### config.mk
export PLATFORM = sky130hd
export DESIGN_NAME = bus_interconnect_flat
export DESIGN_NICKNAME = d
export VERILOG_FILES = /design/src/rtl/bus_interconnect_if.sv /design/src/rtl/bus_interconnect.sv /design/src/flat_wrapper.sv
export SDC_FILE = /design/constraint.sdc
export NUM_CORES = 1
export LEC_CHECK = 0
export BUFFER_PORTS_ARGS = -buffer_cell sky130_fd_sc_hd__buf_2
export CORE_AREA = 2 2 136 138
export DETAILED_ROUTE_END_ITERATION = 16
export DIE_AREA = 0 0 138 140
export HOLD_SLACK_MARGIN = 0.03
export SYNTH_ARGS = -nofsm -noshare
export SYNTH_HDL_FRONTEND = slang
export SYNTH_SLANG_ARGS = --single-unit
### constraint.sdc
create_clock -name clk -period 4.5 [get_ports clk]
set_clock_uncertainty 0.15 [all_clocks]
set_input_delay 0.9 -clock clk [delete_from_list [all_inputs] [get_ports clk]]
set_output_delay 0.9 -clock clk [all_outputs]
set_load 0.02 [all_outputs]
### src/rtl/bus_interconnect_if.sv
// Bus and slave-fan-out signal bundle around the address-decoding interconnect.
// The fabric takes the slave modport; the arbiter/slave environment takes master.
interface bus_interconnect_if;
    logic [31:0]  bus_addr;
    logic [31:0]  bus_wdata;
    logic [3:0]   bus_wstrb;
    logic         bus_write;
    logic         bus_enable;
    logic [31:0]  bus_rdata;
    logic         bus_ready;
    logic         bus_err;
    logic [31:0]  s_addr;
    logic [31:0]  s_wdata;
    logic [3:0]   s_wstrb;
    logic         s_write;
    logic [3:0]   s_enable;
    logic [127:0] s_rdata;
    logic [3:0]   s_ready;

    modport slave (
        input  bus_addr, bus_wdata, bus_wstrb, bus_write, bus_enable, s_rdata, s_ready,
        output bus_rdata, bus_ready, bus_err, s_addr, s_wdata, s_wstrb, s_write, s_enable
    );

    modport master (
        output bus_addr, bus_wdata, bus_wstrb, bus_write, bus_enable, s_rdata, s_ready,
        input  bus_rdata, bus_ready, bus_err, s_addr, s_wdata, s_wstrb, s_write, s_enable
    );
endinterface

### src/rtl/bus_interconnect.sv
// Routes the arbitrated request to one of four slaves, holds the route for the whole
// transaction, and answers unmapped or stalled accesses with a one-cycle error response.
module bus_interconnect #(
    parameter logic [31:0] S0_BASE   = 32'h0000_0000,
    parameter logic [31:0] S0_MASK   = 32'hFFFF_0000,
    parameter logic [31:0] S1_BASE   = 32'h4000_0000,
    parameter logic [31:0] S1_MASK   = 32'hFFFF_F000,
    parameter logic [31:0] S2_BASE   = 32'h4000_1000,
    parameter logic [31:0] S2_MASK   = 32'hFFFF_F000,
    parameter logic [31:0] S3_BASE   = 32'h4000_2000,
    parameter logic [31:0] S3_MASK   = 32'hFFFF_F000,
    parameter int          TIMEOUT   = 64,
    parameter logic [31:0] ERR_RDATA = 32'hDEAD_BEEF
) (
    input  logic               clk,
    input  logic               rst_n,
    bus_interconnect_if.slave  bus,
    output logic [7:0]         err_count,
    output logic [31:0]        err_addr
);

    typedef enum logic [1:0] {IDLE, BUSY, ERR} state_t;

    localparam logic [31:0] BASE [4] = '{S0_BASE, S1_BASE, S2_BASE, S3_BASE};
    localparam logic [31:0] MASK [4] = '{S0_MASK, S1_MASK, S2_MASK, S3_MASK};
    localparam logic [7:0]  TMO_LAST = 8'(TIMEOUT - 1);

    state_t      state_reg, state_next;
    logic [1:0]  sel_reg, sel_next;
    logic [7:0]  tmo_reg, tmo_next;
    logic [7:0]  err_count_reg;
    logic [31:0] err_addr_reg;

    logic [3:0]  hit;
    logic [1:0]  dec_idx;
    logic [3:0]  en_c;
    logic        ready_c;
    logic        err_c;
    logic [31:0] rdata_c;

    generate
        for (genvar gi = 0; gi < 4; gi++) begin : g_dec
            assign hit[gi] = (bus.bus_addr & MASK[gi]) == BASE[gi];
        end
    endgenerate

    // Scan from the top so the lowest matching slave wins on overlapping windows.
    always_comb begin
        dec_idx = 2'd0;
        for (int i = 3; i >= 0; i--) begin
            if (hit[i]) dec_idx = 2'(i);
        end
    end

    always_comb begin
        state_next = state_reg;
        sel_next   = sel_reg;
        tmo_next   = tmo_reg;
        en_c       = 4'b0000;
        ready_c    = 1'b0;
        err_c      = 1'b0;
        rdata_c    = 32'h0;
        case (state_reg)
            IDLE: begin
                if (bus.bus_enable) begin
                    if (|hit) begin
                        en_c = 4'b0001 << dec_idx;
                        if (bus.s_ready[dec_idx]) begin
                            ready_c = 1'b1;
                            rdata_c = bus.s_rdata[{dec_idx, 5'd0} +: 32];
                        end else begin
                            sel_next   = dec_idx;
                            tmo_next   = 8'd1;
                            state_next = BUSY;
                        end
                    end else begin
                        state_next = ERR;
                    end
                end
            end
            BUSY: begin
                en_c = {3'b000, bus.bus_enable} << sel_reg;
                if (!bus.bus_enable) begin
                    tmo_next   = 8'd0;
                    state_next = IDLE;
                end else if (bus.s_ready[sel_reg]) begin
                    ready_c    = 1'b1;
                    rdata_c    = bus.s_rdata[{sel_reg, 5'd0} +: 32];
                    tmo_next   = 8'd0;
                    state_next = IDLE;
                end else if (tmo_reg == TMO_LAST) begin
                    tmo_next   = 8'd0;
                    state_next = ERR;
                end else begin
                    tmo_next = tmo_reg + 8'd1;
                end
            end
            ERR: begin
                ready_c    = 1'b1;
                err_c      = 1'b1;
                rdata_c    = ERR_RDATA;
                state_next = IDLE;
            end
            default: state_next = IDLE;
        endcase
    end

    always_ff @(posedge clk or negedge rst_n) begin
        if (!rst_n) begin
            state_reg     <= IDLE;
            sel_reg       <= 2'd0;
            tmo_reg       <= 8'd0;
            err_count_reg <= 8'd0;
            err_addr_reg  <= 32'h0;
        end else begin
            state_reg <= state_next;
            sel_reg   <= sel_next;
            tmo_reg   <= tmo_next;
            if (state_reg == ERR) begin
                err_addr_reg <= bus.bus_addr;
                if (err_count_reg != 8'hFF) err_count_reg <= err_count_reg + 8'd1;
            end
        end
    end

    // Outputs are forced low for the whole time reset is held, including the broadcasts.
    assign bus.s_enable  = rst_n ? en_c : 4'b0000;
    assign bus.bus_ready = rst_n & ready_c;
    assign bus.bus_err   = rst_n & err_c;
    assign bus.bus_rdata = rst_n ? rdata_c : 32'h0;
    assign bus.s_addr    = rst_n ? bus.bus_addr : 32'h0;
    assign bus.s_wdata   = rst_n ? bus.bus_wdata : 32'h0;
    assign bus.s_wstrb   = rst_n ? bus.bus_wstrb : 4'h0;
    assign bus.s_write   = rst_n & bus.bus_write;
    assign err_count     = err_count_reg;
    assign err_addr      = err_addr_reg;

endmodule

### src/flat_wrapper.sv
// flat-port wrapper written by rule: the top's interface ports become plain ports
module bus_interconnect_flat 
#(
    parameter logic [31:0] S0_BASE   = 32'h0000_0000,
    parameter logic [31:0] S0_MASK   = 32'hFFFF_0000,
    parameter logic [31:0] S1_BASE   = 32'h4000_0000,
    parameter logic [31:0] S1_MASK   = 32'hFFFF_F000,
    parameter logic [31:0] S2_BASE   = 32'h4000_1000,
    parameter logic [31:0] S2_MASK   = 32'hFFFF_F000,
    parameter logic [31:0] S3_BASE   = 32'h4000_2000,
    parameter logic [31:0] S3_MASK   = 32'hFFFF_F000,
    parameter int          TIMEOUT   = 64,
    parameter logic [31:0] ERR_RDATA = 32'hDEAD_BEEF
)
  (clk, rst_n, err_count, err_addr, bus_bus_addr, bus_bus_wdata, bus_bus_wstrb, bus_bus_write, bus_bus_enable, bus_s_rdata, bus_s_ready, bus_bus_rdata, bus_bus_ready, bus_bus_err, bus_s_addr, bus_s_wdata, bus_s_wstrb, bus_s_write, bus_s_enable);
  bus_interconnect_if bus_i ();
  input  logic clk;
  input  logic rst_n;
  output logic [7:0] err_count;
  output logic [31:0] err_addr;
  input wire logic [$bits(bus_i.bus_addr)-1:0] bus_bus_addr;
  input wire logic [$bits(bus_i.bus_wdata)-1:0] bus_bus_wdata;
  input wire logic [$bits(bus_i.bus_wstrb)-1:0] bus_bus_wstrb;
  input wire logic [$bits(bus_i.bus_write)-1:0] bus_bus_write;
  input wire logic [$bits(bus_i.bus_enable)-1:0] bus_bus_enable;
  input wire logic [$bits(bus_i.s_rdata)-1:0] bus_s_rdata;
  input wire logic [$bits(bus_i.s_ready)-1:0] bus_s_ready;
  output wire logic [$bits(bus_i.bus_rdata)-1:0] bus_bus_rdata;
  output wire logic [$bits(bus_i.bus_ready)-1:0] bus_bus_ready;
  output wire logic [$bits(bus_i.bus_err)-1:0] bus_bus_err;
  output wire logic [$bits(bus_i.s_addr)-1:0] bus_s_addr;
  output wire logic [$bits(bus_i.s_wdata)-1:0] bus_s_wdata;
  output wire logic [$bits(bus_i.s_wstrb)-1:0] bus_s_wstrb;
  output wire logic [$bits(bus_i.s_write)-1:0] bus_s_write;
  output wire logic [$bits(bus_i.s_enable)-1:0] bus_s_enable;
  assign bus_i.bus_addr = bus_bus_addr;
  assign bus_i.bus_wdata = bus_bus_wdata;
  assign bus_i.bus_wstrb = bus_bus_wstrb;
  assign bus_i.bus_write = bus_bus_write;
  assign bus_i.bus_enable = bus_bus_enable;
  assign bus_i.s_rdata = bus_s_rdata;
  assign bus_i.s_ready = bus_s_ready;
  assign bus_bus_rdata = bus_i.bus_rdata;
  assign bus_bus_ready = bus_i.bus_ready;
  assign bus_bus_err = bus_i.bus_err;
  assign bus_s_addr = bus_i.s_addr;
  assign bus_s_wdata = bus_i.s_wdata;
  assign bus_s_wstrb = bus_i.s_wstrb;
  assign bus_s_write = bus_i.s_write;
  assign bus_s_enable = bus_i.s_enable;
  bus_interconnect #(.S0_BASE(S0_BASE), .S0_MASK(S0_MASK), .S1_BASE(S1_BASE), .S1_MASK(S1_MASK), .S2_BASE(S2_BASE), .S2_MASK(S2_MASK), .S3_BASE(S3_BASE), .S3_MASK(S3_MASK), .TIMEOUT(TIMEOUT), .ERR_RDATA(ERR_RDATA)) u_core (.clk(clk), .rst_n(rst_n), .bus(bus_i), .err_count(err_count), .err_addr(err_addr));
endmodule
; ---- Yosys cells after proc, flatten, opt, wreduce, memory -nomap -nowiden
; Cells that the tools add are included.
[word_totals]
regBits = 52
[op_classes]
addsub = 2
n_bitwise = 4
n_eq_ne = 12
order_cmp = 2
n_mux = 43
n_reduce_logical = 8
shifts = 4
[ops]
columns = cell, n
row1 = $mux W32, 8
row2 = $shiftx A128 B8 Y32, 2
row3 = $pmux W32 S3, 1
row4 = $eq A20 B19 Y1 const B, 3
row5 = $mux W8, 6
row6 = $logic_not A32 Y1, 1
row7 = $mux W2, 10
row8 = $add A8 B1 Y8 const B, 2
row9 = $mux W4, 4
row10 = $pmux W8 S2, 1
row11 = $eq A8 B6 Y1 const B, 1
row12 = $mux W1, 8
row13 = $ne A8 B8 Y1 const B, 1
row14 = $pmux W4 S2, 1
row15 = $reduce_and A4 Y1, 2
row16 = $lt A2 B3 Y1 const B, 2
row17 = $bmux W1 S2, 2
row18 = $ne A2 B2 Y1 const B, 2
row19 = $ne A4 B2 Y1 const B, 1
row20 = $pmux W2 S2, 1
row21 = $reduce_or A4 Y1, 1
row22 = $shl A1 B2 Y4, 1
row23 = $shl A1 B2 Y4 const A, 1
row24 = $and A1 B1 Y1, 3
row25 = 10 further kinds, 10

; ---- Longest topological paths before layout
[depth]
word_depth = 12
mapped_depth = 8
depth_no_buf = 6

; ---- Worst setup path after synthesis
; Ideal clock, no wire load.
[synth_path]
kind = input-to-output
start = input bus_bus_addr[17]
end = output bus_bus_rdata[10]
arrival_ns = 2.588
cell_stages = 7
setup_slack_ns = 0.862
required_ns = 3.450
path_cell_list = nor4_2 -> and3_1 -> buf_4 -> and3_4 -> o211ai_4 -> buf_6 -> o31ai_1
[synth_via]
elab_chain_cells = 12
[synth_lines]
columns = element, line_no
row1 = "start, declared", flat_wrapper.sv:21  ; input wire logic [$bits(bus_i.bus_addr)-1:0] bus_bus_addr;
row2 = branches (longest 8 deep; another with $shiftx A128 B8 Y32), -
row3 = $mux W32 *, bus_interconnect.sv:66  ; if (|hit) begin
row4 = $mux W32 *, bus_interconnect.sv:65  ; if (bus.bus_enable) begin
row5 = $pmux W32 S3 *, bus_interconnect.sv:63  ; case (state_reg)
row6 = $mux W32 *, bus_interconnect.sv:130  ; assign bus.bus_rdata = rst_n ? rdata_c : 32'h0;
row7 = "end, declared", flat_wrapper.sv:28  ; output wire logic [$bits(bus_i.bus_rdata)-1:0] bus_bus_rdata;
; Every way passes the cells marked *. The select of a mux whose other input is x is not followed.

; ---- Worst setup path after layout
[layout_path]
start = input bus_bus_addr[21]
end = output bus_bus_rdata[27]
; Same word-level chain as after synthesis.

==> qor.txt <==
number of gates given a new drive strength after cts: 0
DP HPWL: 17800 um
number of pins with negative max-slew slack in the final report: 0
largest net degree at the start of global routing: 104
class of the tightest hold or removal check: reg2reg
register bit count reported by yosys: 52
Num CTS Buffers: 5
input/output buffers: 350
Crit Path Max Fanout: 32
chain of cells forming the critical path: buf_2, nor4_2, and3_2, and3_4, o211ai_4, o31ai_1, buf_2
post-synthesis area per instance: 7.59 sq um
area delta synth->final: 33.2%
share of cells above drive strength 1: 0.397
I/O Pins: 351
# Post-CTS Setup Buffers: 0
DIE AREA: 0.0193 sq mm
Post-Route Utilization: 0.453
Async S/R FF share, synth: 1.00
number of instances in the synthesized netlist: 796
count of synthesis-stage warnings from yosys: 0
Max rail drop VDD: 0.208 mV
area used by sequential logic in the layout: 0.00130 sq mm
delay-heaviest family, CP: simple AND/OR/NAND/NOR gates
iteration-0 DRC count of the detailed router: 498
Skew-Pair Late Insertion Delay: 0.30 ns
aggregate routed wire length: 24300 um
net count of the mapped netlist: 1002
total area of multi-input combinational cells: 0.00439 sq mm
count of H-tree levels built during CTS: 2
most common library cell in the layout ignoring fill and taps: buf_2
combined area of all synthesized cells: 0.00604 sq mm
critical path data arrival time: 3.05 ns
Fill cells: 1827
Die X-Extent: 138 um
via count of the first global-routing pass: 6805
routed via count: 7108
Final Power: 1.64 mW
gr ovfl total: 0
global-route wire length before repair: 37600 um
commonest non-fill, non-tap cells in the layout: buf_2 (348), nand2_1 (124), and2_1 (73), nand3_1 (69), o21ai_0 (67)
slew margin rel.: 0.251
std cell rows: 49
number of iterations in the first detailed-routing pass: 4
stage delay of the slowest cell on the critical path: 0.47 ns
Buffers & Inverters on Critical Path: 2
crit path launch type: input pin
Crit Path Class: in2out
clock slew seen by the registers of the worst setup and hold paths: 0.07 ns
Worst EP required: 3.45 ns
most repeated library cell on the critical path: buf_2
setup TNS: 0 ns
wire length per cell: 18.3 um
maximum clock insertion buffer count: 2
Final Hold Vio Count: 0
count of hold-fix buffers inserted at cts: 0
pin slew with the least headroom to its limit: 1.12 ns
dominant synthesized flop cell: dfrtp_1
Setup-failing EPs final: 0
MaxCap Viol Count: 0
share of the yosys chip area belonging to registers: 0.215
run status: finished, final reports clean
top achievable clock speed: 0.244 GHz
remaining routing DRC violations: 0
clock net sink count: 52
die height: 140 um
clock tree from TritonCTS: done
slowest CP cell: nor4_2
final critical-path share of the clock period: 0.911
post-layout minimum cycle time: 4.10 ns
mean number of vias per cell: 5.35
Netlist cell types: 48
gr usage total: 0.239
endpoint kind of the worst setup timing path: primary output
starting density of the core: 0.340
setup repair after global routing missed its margin: false
floorplan core area: 0.0178 sq mm
leakage power: 3.78 nW
number of antenna violations at the first check in global routing: 5
placer's final routability congestion estimate: 0.960
CTS Root Buffer Type: clkbuf_16
final net count: 1302
remaining antenna violation count: 0
flip-flop count of the largest register, all copies and words added: 32
ratio of total power to cell area: 203 mW/mm^2
Post-synth EDFFs: 0
[cells by family after synthesis]
group | Yosys count | synth area share
flops | 52 | 0.215
mux | 37 | 0.130
buf+inv | 80 | 0.0598
simple gates | 437 | 0.375
fa+ha+maj | 2 | 0.00414
compound gates | 179 | 0.202
xor+xnor | 9 | 0.0130
[synth_stat cells (all sizes together), types with 3 or more instances]
cell type	instances	area, sq um
or2	5	31.3
nand2	124	465
nand2b	36	225
mux4	33	743
clkbuf	45	169
dfrtp	52	1300
nor2	45	169
a21oi	4	20.0
a21boi	33	251
nand4	6	37.5
buf	33	185
xnor2	7	61.3
nor4	4	50.1
nor2b	57	357
a211oi	33	253
o31ai	32	270
and2b	3	22.5
and2	73	457
nand3	69	345
o21ai	67	335
and3	7	48.8
a31oi	3	18.8
mux2	3	33.8
[final timing paths]
path | start | to | slack [ns] | cells after the start
min reg2reg | u_core.err_addr[10]$_DFFE_PN0P_ | u_core.err_addr[10]$_DFFE_PN0P_ | 0.32 | 2
min in group asynchronous | rst_n | u_core.err_count[6]$_DFFE_PN0P_ | 0.63 | 2
min | u_core.err_addr[10]$_DFFE_PN0P_ | u_core.err_addr[10]$_DFFE_PN0P_ | 0.32 | 2
max reg2reg | u_core.state_reg[0]$_DFFE_PN0P_ | u_core.err_count[7]$_DFFE_PN0P_ | 2.28 | 6
max in group asynchronous | rst_n | u_core.err_addr[2]$_DFFE_PN0P_ | 2.70 | 3
max | bus_bus_addr[21] | bus_bus_rdata[27] | 0.40 | 7
[stage by stage]
step	area, sq um	setup WS [ns]	std cells	hold WS (ns)
floorplan	6040	0.862	796	0.362
global placement	7900	0.375	1318	0.304
detailed placement	7900	0.327	1318	0.307
CTS	8050	0.320	1326	0.327
global route	8050	0.213	1328	0.346
finish	8050	0.402	1328	0.324
[per-layer routing]
layer	global-route usage	up-vias	wire [um]
met5	0	-	41
met4	0.0671	6	494
met3	0.0475	37	2240
met2	0.402	370	11500
met1	0.315	3304	10100
li1	-	3391	-
[power breakdown]
group | internal (mW) | total, mW | switching [mW] | leakage, nW
clock | 0.208 | 0.387 | 0.179 | 0.0671
combinational | 0.267 | 0.661 | 0.394 | 3.09
sequential | 0.531 | 0.589 | 0.0572 | 0.621
[area by class of cell]
class,count,area share
timing repair buffer,371,0.238
multi-input combinational,664,0.545
sequential,52,0.162
antenna,2,0.000622
tap,229,0.0356
inverter,2,0.000932
clock buffer,6,0.0160
clock inverter,2,0.00202
[worst register-to-register path, stage by stage (launching register included)]
cell      delay, ns
dfrtp_1        0.47
nand2b_1       0.18
buf_4          0.25
a31oi_1        0.50
and3_1         0.28
nand4_1        0.13
xnor2_1        0.15
(Power assumes the default switching activity.)
